## src/rtl/dac_req_arbiter.sv

```systemverilog
// -----------------------------------------------------------------------------
// dac_req_arbiter
//
// Shares one dual-channel SPI DAC between NUM_REQ requesters. Each channel has
// a one-entry pending buffer. Requesters are accepted round-robin, and only
// into an empty buffer. A programmable slot timer ticks once per rate_div_i
// cycles. On each tick, every full buffer is copied to its channel outputs,
// the buffer is emptied, and that channel's update strobe pulses for one
// cycle.
//
// Ports
//   clk          in   single clock
//   rst_i        in   synchronous active-high reset
//   en_i         in   scheduling enable (gates acceptance, timer and strobes)
//   rate_div_i   in   update slot period in clk cycles (0 and 1 both = every cycle)
//   req_valid_i  in   per-requester request valid
//   req_ready_o  out  per-requester accept, one-hot or zero, combinational
//   req_chan_i   in   per-requester target channel (0 = ch0, 1 = ch1)
//   req_data_i   in   per-requester 12-bit code, requester k at [12k+11:12k]
//   req_pd_i     in   per-requester 2-bit mode, requester k at [2k+1:2k]
//   dac_en_o     out  en_i delayed by one register stage
//   dac_data0_o  out  channel 0 code       dac_data1_o  out  channel 1 code
//   dac_pd0_o    out  channel 0 mode       dac_pd1_o    out  channel 1 mode
//   dac_upd0_o   out  channel 0 strobe     dac_upd1_o   out  channel 1 strobe
//   grant_id_o   out  index of the last accepted requester
// -----------------------------------------------------------------------------
module dac_req_arbiter #(
    parameter  int NUM_REQ = 3,
    localparam int IDW     = (NUM_REQ > 1) ? $clog2(NUM_REQ) : 1
) (
    input  logic                  clk,
    input  logic                  rst_i,
    input  logic                  en_i,
    input  logic [15:0]           rate_div_i,
    input  logic [NUM_REQ-1:0]    req_valid_i,
    output logic [NUM_REQ-1:0]    req_ready_o,
    input  logic [NUM_REQ-1:0]    req_chan_i,
    input  logic [12*NUM_REQ-1:0] req_data_i,
    input  logic [2*NUM_REQ-1:0]  req_pd_i,
    output logic                  dac_en_o,
    output logic [11:0]           dac_data0_o,
    output logic [11:0]           dac_data1_o,
    output logic [1:0]            dac_pd0_o,
    output logic [1:0]            dac_pd1_o,
    output logic                  dac_upd0_o,
    output logic                  dac_upd1_o,
    output logic [IDW-1:0]        grant_id_o
);

    // Pending buffers, indexed by channel.
    logic [1:0]         full;
    logic [11:0]        pend_data [2];
    logic [1:0]         pend_pd   [2];

    logic [IDW-1:0]     rr_ptr;
    logic [15:0]        slot_cnt;
    logic [15:0]        slot_last;
    logic               tick;
    logic [1:0]         issue;

    logic [NUM_REQ-1:0] eligible;
    logic               found_hi;
    logic               found_lo;
    logic [IDW-1:0]     id_hi;
    logic [IDW-1:0]     id_lo;
    logic               xfer;
    logic [IDW-1:0]     xfer_id;
    logic               xfer_chan;
    logic [11:0]        xfer_data;
    logic [1:0]         xfer_pd;
    logic [1:0]         load;

    // Slot timer terminal value. The >= compare makes a shortened period take
    // effect at once: a count already past the new terminal ticks and wraps.
    always_comb begin
        slot_last = (rate_div_i == 16'd0) ? 16'd0 : rate_div_i - 16'd1;
        tick      = en_i && (slot_cnt >= slot_last);
        issue     = full & {2{tick}};
    end

    // Round-robin pick. The first pass finds the lowest eligible index at or
    // above rr_ptr. The second finds the lowest eligible index overall, which
    // is the wrap-around winner. Eligibility uses the registered full flag, so
    // a channel emptied by this cycle's tick only accepts from the next cycle.
    // NOTE: every signal driven here gets a default before any conditional
    // assignment, so no path leaves it unassigned and no latch is inferred.
    always_comb begin
        eligible    = '0;
        found_hi    = 1'b0;
        found_lo    = 1'b0;
        id_hi       = '0;
        id_lo       = '0;
        req_ready_o = '0;
        xfer_chan   = 1'b0;
        xfer_data   = '0;
        xfer_pd     = '0;

        for (int k = 0; k < NUM_REQ; k++) begin
            eligible[k] = en_i && !rst_i && req_valid_i[k] && !full[req_chan_i[k]];
            if (eligible[k] && !found_hi && (k >= int'(rr_ptr))) begin
                found_hi = 1'b1;
                id_hi    = IDW'(k);
            end
            if (eligible[k] && !found_lo) begin
                found_lo = 1'b1;
                id_lo    = IDW'(k);
            end
        end

        xfer    = found_lo;
        xfer_id = found_hi ? id_hi : id_lo;

        for (int k = 0; k < NUM_REQ; k++) begin
            if (xfer && (IDW'(k) == xfer_id)) begin
                req_ready_o[k] = 1'b1;
                xfer_chan      = req_chan_i[k];
                xfer_data      = req_data_i[12*k +: 12];
                xfer_pd        = req_pd_i[2*k +: 2];
            end
        end

        load = xfer ? (xfer_chan ? 2'b10 : 2'b01) : 2'b00;
    end

    // Control state and DAC outputs. A tick only empties buffers that were
    // already full. A transfer only targets a buffer that was empty. The clear
    // and the set therefore never hit the same flag in one cycle.
    // NOTE: sequential state uses non-blocking assignments, so every register
    // samples pre-edge values whatever the statement order.
    always_ff @(posedge clk) begin
        if (rst_i) begin
            full        <= '0;
            rr_ptr      <= '0;
            grant_id_o  <= '0;
            slot_cnt    <= '0;
            dac_en_o    <= 1'b0;
            dac_data0_o <= '0;
            dac_data1_o <= '0;
            dac_pd0_o   <= '0;
            dac_pd1_o   <= '0;
            dac_upd0_o  <= 1'b0;
            dac_upd1_o  <= 1'b0;
        end else begin
            dac_en_o   <= en_i;
            slot_cnt   <= (tick || !en_i) ? 16'd0 : slot_cnt + 16'd1;
            dac_upd0_o <= issue[0];
            dac_upd1_o <= issue[1];
            if (issue[0]) begin
                dac_data0_o <= pend_data[0];
                dac_pd0_o   <= pend_pd[0];
            end
            if (issue[1]) begin
                dac_data1_o <= pend_data[1];
                dac_pd1_o   <= pend_pd[1];
            end
            full <= (full & ~issue) | load;
            if (xfer) begin
                grant_id_o <= xfer_id;
                rr_ptr     <= (int'(xfer_id) == NUM_REQ - 1) ? '0 : xfer_id + IDW'(1);
            end
        end
    end

    // NOTE: the pending storage has no reset. Its contents matter only while
    // the matching full flag is set, and that flag is reset.
    always_ff @(posedge clk) begin
        if (xfer) begin
            pend_data[xfer_chan] <= xfer_data;
            pend_pd[xfer_chan]   <= xfer_pd;
        end
    end

endmodule
```

## config.mk

```make
export PLATFORM = sky130hd
export DESIGN_NAME = dac_req_arbiter
export DESIGN_NICKNAME = d
export VERILOG_FILES = /design/src/rtl/dac_req_arbiter.sv
export SDC_FILE = /design/constraint.sdc
export NUM_CORES = 1
export LEC_CHECK = 0
export CAP_MARGIN = 20
export CORE_UTILIZATION = 53
export CTS_BUF_LIST = sky130_fd_sc_hd__clkbuf_16
export DETAILED_ROUTE_END_ITERATION = 12
export PLACE_DENSITY = 0.84
export SKIP_LAST_GASP = 1
export SLEW_MARGIN = 20
export SYNTH_ARGS = -nofsm -noshare
export SYNTH_HDL_FRONTEND = slang
export SYNTH_SLANG_ARGS = --single-unit
```

## constraint.sdc

```tcl
create_clock -name clk -period 8.6 [get_ports clk]
set_input_delay 2.15 -clock clk [delete_from_list [all_inputs] [get_ports clk]]
set_output_delay 2.15 -clock clk [all_outputs]
set_load 0.02 [all_outputs]
```

# --- Yosys cells after proc, flatten, opt, wreduce, memory -nomap -nowiden ---
# Memory sizes are Yosys's and may differ from the RTL's. A register that Yosys moved wholly into a read port is not among the register bits.
# Index checks and enable logic that the tools add are counted.
totals:
  regBits: 25
  mem_bits_rw: 28
  out_inout_bits: 36
  elab_cells: 92
  mem_count: 2
classes:
  addsub: 3
  magnitude_cmp: 7
  eq_ne: 3
  n_mux: 35
  n_bitwise: 4
  n_reduce_logical: 31
memory_table:
  columns: ["memory", "depth", "word_bits", "read_ports", "rd_ports_with_merged_regs", "wr", "line_no", "source"]
  rows:
  - ["pend_data", 2, 12, 2, 2, 1, "52", "logic [11:0] pend_data [2];"]
  - ["pend_pd", 2, 2, 2, 2, 1, "53", "logic [1:0] pend_pd [2];"]
ops:
  columns: ["cell", "n"]
  rows:
  - ["$mux 12", 3]
  - ["$mux 1", 22]
  - ["$logic_and 1x1->1", 18]
  - ["$mux 2", 9]
  - ["$add 16x1->16 const B", 1]
  - ["$ge 16x16->1", 1]
  - ["$logic_not 16->1", 1]
  - ["$mux 16", 1]
  - ["$sub 16x1->16 const B", 1]
  - ["$logic_not 1->1", 9]
  - ["$lt 1x2->1 const B", 3]
  - ["$and 2x2->2", 2]
  - ["$ge 1x2->1 const A", 2]
  - ["$add 2x1->2 const B", 1]
  - ["$eq 1x2->1 const A", 1]
  - ["$eq 2x2->1 const A", 1]
  - ["$eq 2x2->1 const B", 1]
  - ["$ge 2x2->1 const A", 1]
  - ["$logic_not 2->1", 1]
  - ["$not 2->2", 1]
  - ["$or 2x2->2", 1]
  - ["$reduce_or 2->1", 1]
  - ["$logic_or 1x1->1", 1]

# --- Logic depth before layout (Yosys ltp) ---
# Gate-level depths: netlist (run 1).
logic_depth:
  depth_word: 23
  mapped_depth: 13
  ltp_nobuf: 12

# --- Least setup slack after synthesis (run 1) ---
# Ideal clock, no wire load.
synth_path:
  path_kind: "input port to output port"
  start: "input port rst_i"
  end: "output port req_ready_o[0]"
  arrival_time_ns: 3.333
  path_slack_ns: 3.117
  cell_stages: 7
  path_buffers: 2
  cell_sequence: "nand2b_1 -> buf_2 -> inv_4 -> a32oi_1 -> clkbuf_1 -> nand3b_1 -> inv_1"
synth_between:
  elab_chain_len: 18
  elab_cells_between_ends: 33
  classes_between: "mux: 12; reduce/logical: 21"
synth_lines:
  columns: ["element", "line_no", "source"]
  rows:
  - ["start, declared", "32", "input logic rst_i,"]
  - ["$logic_not 1->1 *", "99", "eligible[k] = en_i && !rst_i && req_valid_i[k] && !full[req_chan_i[k]];"]
  - ["$logic_and 1x1->1 *", "99", null]
  - ["$logic_and 1x1->1 (2 in a row)", "99", null]
  - ["$logic_and 1x1->1", "100", "if (eligible[k] && !found_hi && (k >= int'(rr_ptr))) begin"]
  - ["$mux 1", "100", null]
  - ["$logic_not 1->1", "100", null]
  - ["$logic_and 1x1->1 (2 in a row)", "100", null]
  - ["$mux 1", "100", null]
  - ["$logic_not 1->1", "100", null]
  - ["$logic_and 1x1->1 (2 in a row)", "100", null]
  - ["$mux 2 or $mux 1 (tied branches)", "100", null]
  - ["$mux 2", "111", "xfer_id = found_hi ? id_hi : id_lo;"]
  - ["$logic_not 2->1", "114", "if (xfer && (IDW'(k) == xfer_id)) begin"]
  - ["$logic_and 1x1->1 *", "114", null]
  - ["$mux 1 *", "114", null]
  - ["end, declared", "36", "output logic [NUM_REQ-1:0] req_ready_o,"]
# Every way passes the cells marked *; elsewhere a longest branch is shown, timed or not.

# --- Worst setup path in the final report (run 1) ---
layout_path:
  start: "input port rst_i"
  end: "output port req_ready_o[1]"
layout_between:
  elab_chain_len: 18
  elab_cells_between_ends: 33
  classes_between: "eq/ne: 1; mux: 12; reduce/logical: 20"
layout_lines:
  columns: ["element", "line_no"]
  rows:
  - ["$logic_not 1->1 *", "99"]
  - ["$logic_and 1x1->1 *", "99"]
  - ["$logic_and 1x1->1 (2 in a row)", "99"]
  - ["$logic_and 1x1->1", "100"]
  - ["$mux 1", "100"]
  - ["$logic_not 1->1", "100"]
  - ["$logic_and 1x1->1 (2 in a row)", "100"]
  - ["$mux 1", "100"]
  - ["$logic_not 1->1", "100"]
  - ["$logic_and 1x1->1 (2 in a row)", "100"]
  - ["$mux 2 or $mux 1 (tied branches)", "100"]
  - ["$mux 2", "111"]
  - ["$eq 1x2->1", "114"]
  - ["$logic_and 1x1->1 *", "114"]
  - ["$mux 1 *", "114"]
# Marks and branches as above.

==> results of run 1 <==
[power breakdown]
part           switching (mW)  total, mW  leakage [nW]  internal (mW)
clock                   0.150      0.423         0.166          0.273
combinational          0.0686      0.134          1.36         0.0650
sequential             0.0103      0.436         0.696          0.425
[metrics by stage]
stage | cells | total power [mW] | cell area, um2
final | 653 | 0.992 | 5840
after global routing | 653 | 1.03 | 5840
after CTS | 653 | 0.994 | 5840
after detailed placement | 637 | 0.575 | 5500
after global placement | 637 | 0.570 | 5500
after floorplan | 445 | 0.514 | 4400
[registers in the layout, summed over array words and instances (netlist names)]
| signal | cells |
|---|---|
| dac_data0_o | 12 |
| dac_data1_o | 12 |
| dac_en_o | 1 |
| dac_pd0_o | 2 |
| dac_pd1_o | 2 |
| dac_upd0_o | 1 |
| dac_upd1_o | 1 |
| full | 2 |
| grant_id_o | 2 |
| pend_data | 24 |
| pend_pd | 4 |
| rr_ptr | 2 |
| slot_cnt | 16 |
[worst min-delay path, cell delays in order, from the launching register on]
cell     delay [ns]
dfxtp_1        0.31
nand2_1        0.05
a21oi_1        0.05
[worst max path at each step]
stage | from | to | slack, ns | depth (start not counted)
5_1_grt | rst_i | req_ready_o[1] | 1.06 | 9
3_3_place_gp | rst_i | req_ready_o[1] | 1.40 | 9
3_5_place_dp | rst_i | req_ready_o[1] | 1.29 | 9
6_report | rst_i | req_ready_o[1] | 1.25 | 9
2_1_floorplan | rst_i | req_ready_o[0] | 3.12 | 7
4_1_cts | rst_i | req_ready_o[1] | 1.27 | 9
[cells in the mapped netlist, types with 3 or more instances]
master,instances
nand2b_1,60
xor2_1,16
nand2_1,45
o21ai_1,8
ha_1,19
dfxtp_1,53
nor2_1,12
nor3_1,25
clkbuf_1,13
xnor2_1,12
mux2i_1,45
and3_1,6
a21oi_1,8
nand4_1,5
o21ai_0,10
and2_1,3
inv_1,9
edfxtp_1,28
nor2b_1,3
a21boi_0,14
nand3_1,9
buf_6,3
[final cells by class]
type / count / area [um2]
multi-input combinational: 333 / 2340
fill: 525 / 2050
sequential: 81 / 1900
timing repair buffer: 110 / 1080
clock buffer: 10 / 250
tap: 102 / 128
clock inverter: 6 / 88.8
inverter: 11 / 43.8
[cell families after synthesis]
kind of cell | after synthesis
and+or+nand+nor | 183
DFF | 81
AOI/OAI and AO/OA | 58
muxes | 45
buffers and inverters | 31
xor gates and xnor gates | 28
adders and majority gates | 19
[placed cells by master, fill, tap and decap left out, drive strengths merged, types with 5 or more instances in the layout]
cell type | Yosys | routed
a21boi | 14 | 14
a21oi | 9 | 9
and3 | 6 | 6
buf | 7 | 8
clkbuf | 13 | 10
clkdlybuf4s50 | 0 | 102
dfxtp | 53 | 53
edfxtp | 28 | 28
ha | 19 | 19
inv | 11 | 14
mux2i | 45 | 45
nand2 | 45 | 45
nand2b | 60 | 60
nand3 | 10 | 10
nand4 | 5 | 5
nor2 | 12 | 12
nor3 | 26 | 26
o21ai | 18 | 18
xnor2 | 12 | 12
xor2 | 16 | 16
[metal layers]
layer	up-vias	global-route usage [%]	share of wire [%]	wire [um]
li1	1772	-	-	-
met1	1642	30.3	45	4560
met2	134	41.4	47	4760
met3	10	6.83	6.6	663
met4	0	7.56	1.3	128
met5	-	0	0	0
==> flow_summary_export.csv, run 1 <==
group,metric,value,unit
route,postRouteAntennaNets,0,
global_routing,grt_pass1_vias,3606,
sta,max_freq,0.136,GHz
sta,maxSlewViolCount,0,
worst_setup_path,crit_fanout,65,
yosys,postSynthAreaPerCell,9.90,um2
route,vias,3558,
global_routing,antenna_found_initial,0,
worst_setup_path,r2r_start,"full[1]",
yosys,synth_top_family_by_area,"simple AND/OR/NAND/NOR gates",
yosys,syn_area,0.00440,mm2
worst_setup_path,crit_chain,"clkdlybuf4s50_1, buf_4, nand2b_1, inv_4, nand3_2, a221o_1, buf_4, inv_2, clkdlybuf4s50_1",
route,drt-wirelength-per-cell,15.5,um
yosys,synth_edf_count,28,
worst_setup_path,timing_worst_setup_path_type,"in -> out",
route,viasPerCell,5.45,
worst_setup_path,worst_r2r_path_depth,8,
clocking,holdBufCountCts,0,
floorplan,boundaryPins,103,
floorplan,die_area,0.00868,mm2
yosys,async_flop_share,0,%
sta,finClkSkew,0.00813,ns
clocking,cts_max_path_buffers,2,
worst_hold_path,whs_path_depth,2,
floorplan,initial_core_util,55.8,%
sta,fin_ws,1.25,ns
yosys,synth_cell_types,54,
sta,relSlewSlack,44.7,%
floorplan,die_h,93.2,um
clocking,cts_sinks,81,
layout,drive_above_1_share,5.99,%
power_and_ir_drop,p_leak,2.22,nW
worst_setup_path,crit_required,6.45,ns
route,dr.pass1.iters,4,
placed_design,gp_congestion,0.872,
sta,setup_viol,0,
yosys,yosys-top-cells-area,"dfxtp_1 24%, edfxtp_1 19%, mux2i_1 10%, nand2b_1 8.5%, ha_1 5.4%",
yosys,synthCells,445,
clocking,numCtsBuffers,9,
worst_hold_path,min_from,"grant_id_o[0]",
layout,nNetsFinal,632,
worst_hold_path,hold_end,"grant_id_o[0]",
clocking,postCtsSetupBuffers,0,
worst_setup_path,worstPathArrival,5.20,ns
global_routing,grt_max_degree,66,
layout,area_growth,32.5,%
yosys,ys.flop_type,"dfxtp_1",
clocking,htree_levels,3,
worst_setup_path,cp_top_family,"buffers and inverters",
sta,hold_ws,0.457,ns
power_and_ir_drop,powerDensity,170,mW/mm2
sta,worst_pin_slew,0.829,ns
floorplan,dieWidth,93.2,um
sta,period_share,85.4,%
yosys,synth_xor_area_share,5.57,%
yosys,yosysWarnings,0,
run,max_cap_viol_count,0,
floorplan,rows,32,
sta,min_period,7.35,ns
global_routing,grt_use_total,24.5,%
worst_setup_path,r2r_slack,5.98,ns
clocking,cts_resized,0,
route,wl,10.1,mm
sta,tns,0,ns
global_routing,grt-ovfl-total,0,
worst_setup_path,path_buf_inv,6,
sta,rsz0062_at_grt,"no",
yosys,yosysSeqAreaShare,43.2,%
yosys,netlist.area_leader.share,24.1,%
clocking,clk_latency,0.34,ns
worst_setup_path,r2r_end,"pend_data[0][11]",
worst_hold_path,hp-class,"reg -> reg",
yosys,yosys.area_share.simple,22.4,%
clocking,cts_tree,"built",
layout,num_antenna_cells,0,
yosys,synth_mux_area_share,10.2,%
yosys,synth_compound_area_share,9.60,%
placed_design,hpwl,7.26,mm
floorplan,core,0.00789,mm2
sta,hold_viol_final,0,
yosys,synth-adder-area-share,5.40,%
route,drc,0,
placed_design,pre_cts_ws,1.29,ns
yosys,yosysTopAreaCell,"dfxtp_1",
yosys,synth_nets,531,
global_routing,grt_pass1_wl,16.4,mm
yosys,ys_ff_latch,81,
status,outcome,"finished clean",
worst_setup_path,crit_path_end_kind,"primary output",
worst_setup_path,startpoint_type,"input port",
route,drt_iter0_drc,155,
clocking,root_buffer,"clkbuf_16",
placed_design,portBuffers,102,
clocking,clk_pin_slew,0.06,ns
worst_setup_path,worst_path_largest_cell_delay,0.61,ns
worst_setup_path,slowest_stage,"clkdlybuf4s50_1",
layout,finish.utilization,74.0,%
power_and_ir_drop,vdd_drop_max,0.000105,V
No activity file was read; power rests on OpenSTA's default activity.
==> run 2, diff against run 1 <==
Settings changed: CORE_UTILIZATION 53 to 50, PLACE_DENSITY 0.84 to not set, PLACE_DENSITY_LB_ADDON set to 0.12.
Clock period 8.6 ns to 8.41 ns, I/O delays scaled along.
==> run 2 against run 1 <==
  * Register-to-register slack got worse by 0.36 ns
  * Global-route usage down 1.2 points
  * Combinational power hardly changed
  * Sequential power is 2% higher
  * Clock power grew 4%
  * Critical path depth down 2
  * Count of clock-buffer cells in the layout up 1
  * Clock skew about the same
  * Worst hold slack better by 0.019 ns
  * Die area increased by 5.9%
  * Core utilization fell by 4.4 points
==> flow_summary_export.csv, run 2 (same netlist as run 1, synthesis figures left out) <==
group,metric,value,unit
status,outcome,"finished clean",
power_and_ir_drop,p_leak,2.21,nW
floorplan,die_area,0.00919,mm2
route,drt-wirelength-per-cell,15.2,um
sta,maxSlewViolCount,0,
clocking,postCtsSetupBuffers,0,
route,top_layer,"met4",
global_routing,grt-ovfl-total,0,
worst_setup_path,timing_worst_setup_path_type,"in -> out",
global_routing,grt_pass1_vias,3355,
run,max_cap_viol_count,0,
clocking,holdBufCountCts,0,
sta,setup_viol,0,
route,wl_met2,4.25,mm
layout,fin_area,0.00583,mm2
worst_setup_path,crit_path_end_kind,"primary output",
worst_setup_path,crit_fanout,18,
floorplan,rows,33,
power_and_ir_drop,power,1.02,mW
clocking,clk_pin_slew,0.06,ns
worst_setup_path,worstPathArrival,5.15,ns
floorplan,dieWidth,95.9,um
global_routing,grt_pass1_wl,16.1,mm
floorplan,boundaryPins,103,
layout,num_antenna_cells,0,
sta,max_freq,0.138,GHz
clocking,cts_max_path_buffers,2,
worst_setup_path,crit_required,6.31,ns
worst_setup_path,worst_path_largest_cell_delay,0.71,ns
route,drt-met1-wl,4.91,mm
floorplan,core,0.00838,mm2
sta,relSlewSlack,37.3,%
route,drc,0,
worst_hold_path,hp-class,"reg -> reg",
clocking,htree_levels,3,
global_routing,grt_use_total,23.3,%
clocking,cts_tree,"built",
clocking,clk_latency,0.34,ns
sta,hold_ws,0.476,ns
worst_setup_path,startpoint_type,"input port",
layout,drive_above_1_share,5.83,%
sta,hold_viol_final,0,
worst_setup_path,crit_top_cell,"clkdlybuf4s50_1",
layout,reg.largest.list,"pend_data: 24 flops, slot_cnt: 16 flops",
route,met3RoutedLength,619,um
placed_design,gp_congestion,0.820,
global_routing,antenna_found_initial,0,
global_routing,grt_max_degree,65,
clocking,cts_resized,0,
clocking,root_buffer,"clkbuf_16",
sta,tns,0,ns
route,postRouteAntennaNets,0,
worst_setup_path,slowest_stage,"a221o_1",
layout,area_growth,32.4,%
placed_design,dpl_cell_area,0.00549,mm2
clocking,cts_sinks,81,
layout,largest_reg_flops,24,
layout,regMostFlops,"pend_data",
sta,period_share,86.2,%
route,drt_iter0_drc,158,
layout,layout_commonest_cell,"clkdlybuf4s50_1",
sta,finClkSkew,0.00779,ns
sta,rsz0062_at_grt,"no",
placed_design,hpwl,7.17,mm
layout,final_cell_mix,"102 x clkdlybuf4s50_1, 60 x nand2b_1, 53 x dfxtp_1",
sta,worst_pin_slew,0.941,ns
clocking,numCtsBuffers,9,
route,viasPerCell,5.37,
floorplan,die_h,95.9,um
route,wl,9.95,mm
layout,nNetsFinal,630,
worst_setup_path,crit_chain,"clkdlybuf4s50_1, nand2b_1, inv_4, nand3_2, a221o_1, inv_2, clkdlybuf4s50_1",
sta,min_period,7.25,ns
route,dr.pass1.iters,4,
power_and_ir_drop,vdd_drop_max,0.000123,V
floorplan,initial_core_util,52.5,%
route,vias,3510,
power_and_ir_drop,powerDensity,175,mW/mm2
placed_design,portBuffers,102,
==> run 2: cell types whose count changed in the layout (fill, tap and decap cells not counted), sizes merged <==
cell      change
buf           -2
inv           +1
clkinvlp      -1
bufinv        -1
clkbuf        +1
==> run 2: routing by layer <==
layer	global-route usage, %	vias up
met5	0	-
met4	7.34	0
met3	6.08	16
met2	34.3	117
met1	33.2	1608
li1	-	1769
==> run 2: layout make-up <==
type	instances	area [um2]
fillers	623	2550
multi-input cells	333	2340
flip-flops and latches	81	1900
repair buffers	108	1070
clock buffers	11	275
well taps	105	131
clock inverters	5	70.1
inverters	11	43.8
==> run 2: critical path, delay by kind of cell <==
kind                   cells  cell delay, ns
AND/OR/NAND/NOR            2            0.71
AO/OA/AOI/OAI              1            0.71
buffers and inverters      4            1.61
==> run 2: final timing paths <==
path                                    start              to  slack, ns  cells after the start
worst max-delay path                     en_i  req_ready_o[1]       1.16                      7
worst max register to register        full[0]   pend_pd[0][0]       5.62                      7
worst min register to register  grant_id_o[1]   grant_id_o[1]       0.48                      2
worst min-delay path            grant_id_o[1]   grant_id_o[1]       0.48                      2
==> run 2: power by group <==
part / switching (mW) / leakage (nW) / internal, mW
Combinational: 0.0700 / 1.35 / 0.0658
Clock: 0.165 / 0.171 / 0.272
Sequential: 0.0104 / 0.696 / 0.435
Total: 0.246 / 2.21 / 0.773
==> run 2: metrics by stage <==
stage	cells	worst slack, ns	util (%)
6_report	654	1.16	69.6
5_1_grt	654	0.971	69.6
4_1_cts	654	1.20	69.6
3_5_place_dp	638	1.24	65.5
3_3_place_gp	638	1.35	65.5
2_1_floorplan	445	3.02	-
==> run 3, diff against run 2 <==
Settings changed: ABC_AREA set to 1, CORE_UTILIZATION 50 to 49, GPL_TIMING_DRIVEN set to 1.
==> run 3 against run 2 <==
  * Via count grew 6.1%
  * Worst hold slack lost 0.016 ns
  * Cell area shrank 6.5%
  * Combinational power shrank 15%
  * Core utilization shrank 2.8 points
  * Setup slack lost 0.060 ns
  * Final cell count grew 8.9%
  * Count of clock-buffer cells in the layout shrank 2
  * Flip-flop and latch count is the same
  * Total power shrank 8.7%
  * Largest power group unchanged
  * Critical path depth grew 4
==> flow_summary_export.csv, run 3 <==
group,metric,value,unit
status,outcome,"finished clean",
worst_setup_path,crit_path_end_kind,"primary output",
route,vias,3725,
sta,hold_ws,0.459,ns
yosys,synth_common_cells,"121 x nand2_1, 53 x dfxtp_1, 52 x nand3_1, 47 x inv_1, 46 x nor2_1",
route,drt-wirelength-per-cell,13.3,um
clocking,numCtsBuffers,9,
sta,worst_pin_slew,0.909,ns
yosys,synth_edf_count,28,
sta,period_share,86.9,%
layout,largest_reg_flops,24,
clocking,cts_tree,"built",
worst_setup_path,critPathCapture,"req_ready_o[0]",
worst_setup_path,worstPathArrival,5.20,ns
yosys,yosysWarnings,0,
layout,layout_commonest_cell,"nand2_1",
worst_setup_path,r2r_slack,5.21,ns
sta,relSlewSlack,39.3,%
worst_setup_path,timing_worst_setup_path_type,"in -> out",
floorplan,dieWidth,93.6,um
run,max_cap_viol_count,0,
layout,area_growth,32.6,%
clocking,holdBufCountCts,0,
route,viasPerCell,5.23,
yosys,async_flop_share,0,%
power_and_ir_drop,p_leak,2.17,nW
clocking,postCtsSetupBuffers,0,
power_and_ir_drop,powerDensity,170,mW/mm2
power_and_ir_drop,power,0.929,mW
worst_setup_path,worst_r2r_path_depth,12,
route,postRouteAntennaNets,0,
layout,finish.utilization,66.7,%
yosys,synth_nets,592,
yosys,yosysTopAreaCell,"dfxtp_1",
clocking,root_buffer,"clkbuf_16",
worst_setup_path,r2r_end,"dac_data0_o[1]",
layout,regMostFlops,"pend_data",
global_routing,grt_pass1_wl,15.2,mm
global_routing,grt_max_degree,35,
global_routing,grt_pass1_vias,3264,
worst_hold_path,min_from,"dac_data0_o[4]",
sta,maxSlewViolCount,0,
yosys,yosys-top-cells-area,"dfxtp_1 26%, edfxtp_1 20%, nand2_1 11%, nand3_1 6.3%, ha_1 5.8%",
power_and_ir_drop,vdd_drop_max,0.000106,V
clocking,cts_resized,0,
clocking,cts_max_path_buffers,2,
sta,rsz0062_at_grt,"no",
sta,setup_viol,0,
worst_setup_path,crit_required,6.31,ns
global_routing,grt-ovfl-total,0,
sta,hold_viol_final,0,
floorplan,die_h,93.6,um
floorplan,core,0.00818,mm2
yosys,yosysSeqAreaShare,46.2,%
yosys,synth_cell_types,39,
worst_setup_path,r2r_start,"slot_cnt[15]",
route,drt_iter0_drc,181,
placed_design,portBuffers,102,
worst_hold_path,hp-class,"reg -> reg",
worst_setup_path,startpoint_type,"input port",
yosys,synthCells,506,
worst_setup_path,crit_fanout,34,
placed_design,hpwl,6.93,mm
sta,max_freq,0.137,GHz
layout,final_cell_mix,"121 x nand2_1, 102 x clkdlybuf4s50_1, 53 x dfxtp_1",
global_routing,antenna_found_initial,0,
yosys,postSynthAreaPerCell,8.13,um2
layout,num_antenna_cells,0,
yosys,netlist.area_leader.share,25.8,%
sta,finClkSkew,0.00806,ns
route,wl,9.49,mm
floorplan,boundaryPins,103,
layout,reg.largest.list,"pend_data: 24 flops, slot_cnt: 16 flops",
global_routing,grt_use_total,22.6,%
clocking,clk_latency,0.34,ns
sta,min_period,7.31,ns
yosys,synthMostInstantiatedCell,"nand2_1",
layout,drive_above_1_share,6.43,%
route,drc,0,
placed_design,gp_congestion,0.856,
floorplan,die_area,0.00876,mm2
floorplan,rows,33,
floorplan,initial_core_util,50.3,%
yosys,syn_area,0.00411,mm2
yosys,ys.flop_type,"dfxtp_1",
clocking,cts_sinks,81,
layout,nNetsFinal,688,
route,dr.pass1.iters,4,
yosys,ys_ff_latch,81,
sta,tns,0,ns
clocking,clk_pin_slew,0.07,ns
worst_setup_path,crit_start,"rst_i",
clocking,htree_levels,3,
-- run 3: through the flow --
step	instance area (um2)	setup WS, ns	std cells
CTS	5460	1.08	712
detailed placement	5170	1.08	696
floorplan	4110	3.07	506
finish	5460	1.10	712
global placement	5170	1.20	696
global route	5460	0.879	712
-- run 3: logic make-up (layout without fill, tap and decap cells) --
logic type	Yosys count	count (layout)	synth area share (%)
buffers and inverters	69	170	7.12
DFF	81	81	46.2
xor gates and xnor gates	11	11	2.34
and+or+nand+nor	253	253	28.5
AOI/OAI and AO/OA	73	73	10.0
adders and majority gates	19	19	5.78
-- run 3: power breakdown --
group          switching [mW]  leakage [nW]  internal, mW
registers              0.0137         0.696         0.433
clock network           0.163         0.142         0.205
logic                  0.0630          1.33        0.0520
-- run 3: critical path, cell delays in order --
cell             delay, ns
clkdlybuf4s50_1       0.58
buf_4                 0.39
inv_2                 0.10
nand2_1               0.12
nor2_2                0.05
nand3_1               0.15
nand4_4               0.13
nand2_2               0.11
nand2_4               0.16
nor3_4                0.57
clkdlybuf4s50_1       0.74
-- run 3: how the worst min path moves through the flow --
stage / end / cells after the start
floorplan: slot_cnt[0] / 1
global route: dac_data0_o[4] / 2
CTS: dac_data1_o[2] / 2
finish: dac_data0_o[4] / 2
global placement: slot_cnt[0] / 1
detailed placement: dac_data1_o[2] / 2
-- run 3: layout make-up --
cell class                 count  area (um2)
multi-input combinational    356        1920
sequential                    81        1900
clock inverter                 7        58.8
fill                         687        2720
clock buffer                   9         225
tap                          105         131
timing repair buffer         103        1030
inverter                      51         191
-- run 3: routing by layer --
metal  vias to the layer above  part of all wire [%]  global-route usage, %
met5                         -                     0                      0
met4                         0                   1.1                   6.03
met3                        12                   6.5                   5.77
met2                       118                    46                   36.7
met1                      1716                    46                   29.9
li1                       1879                     -                      -
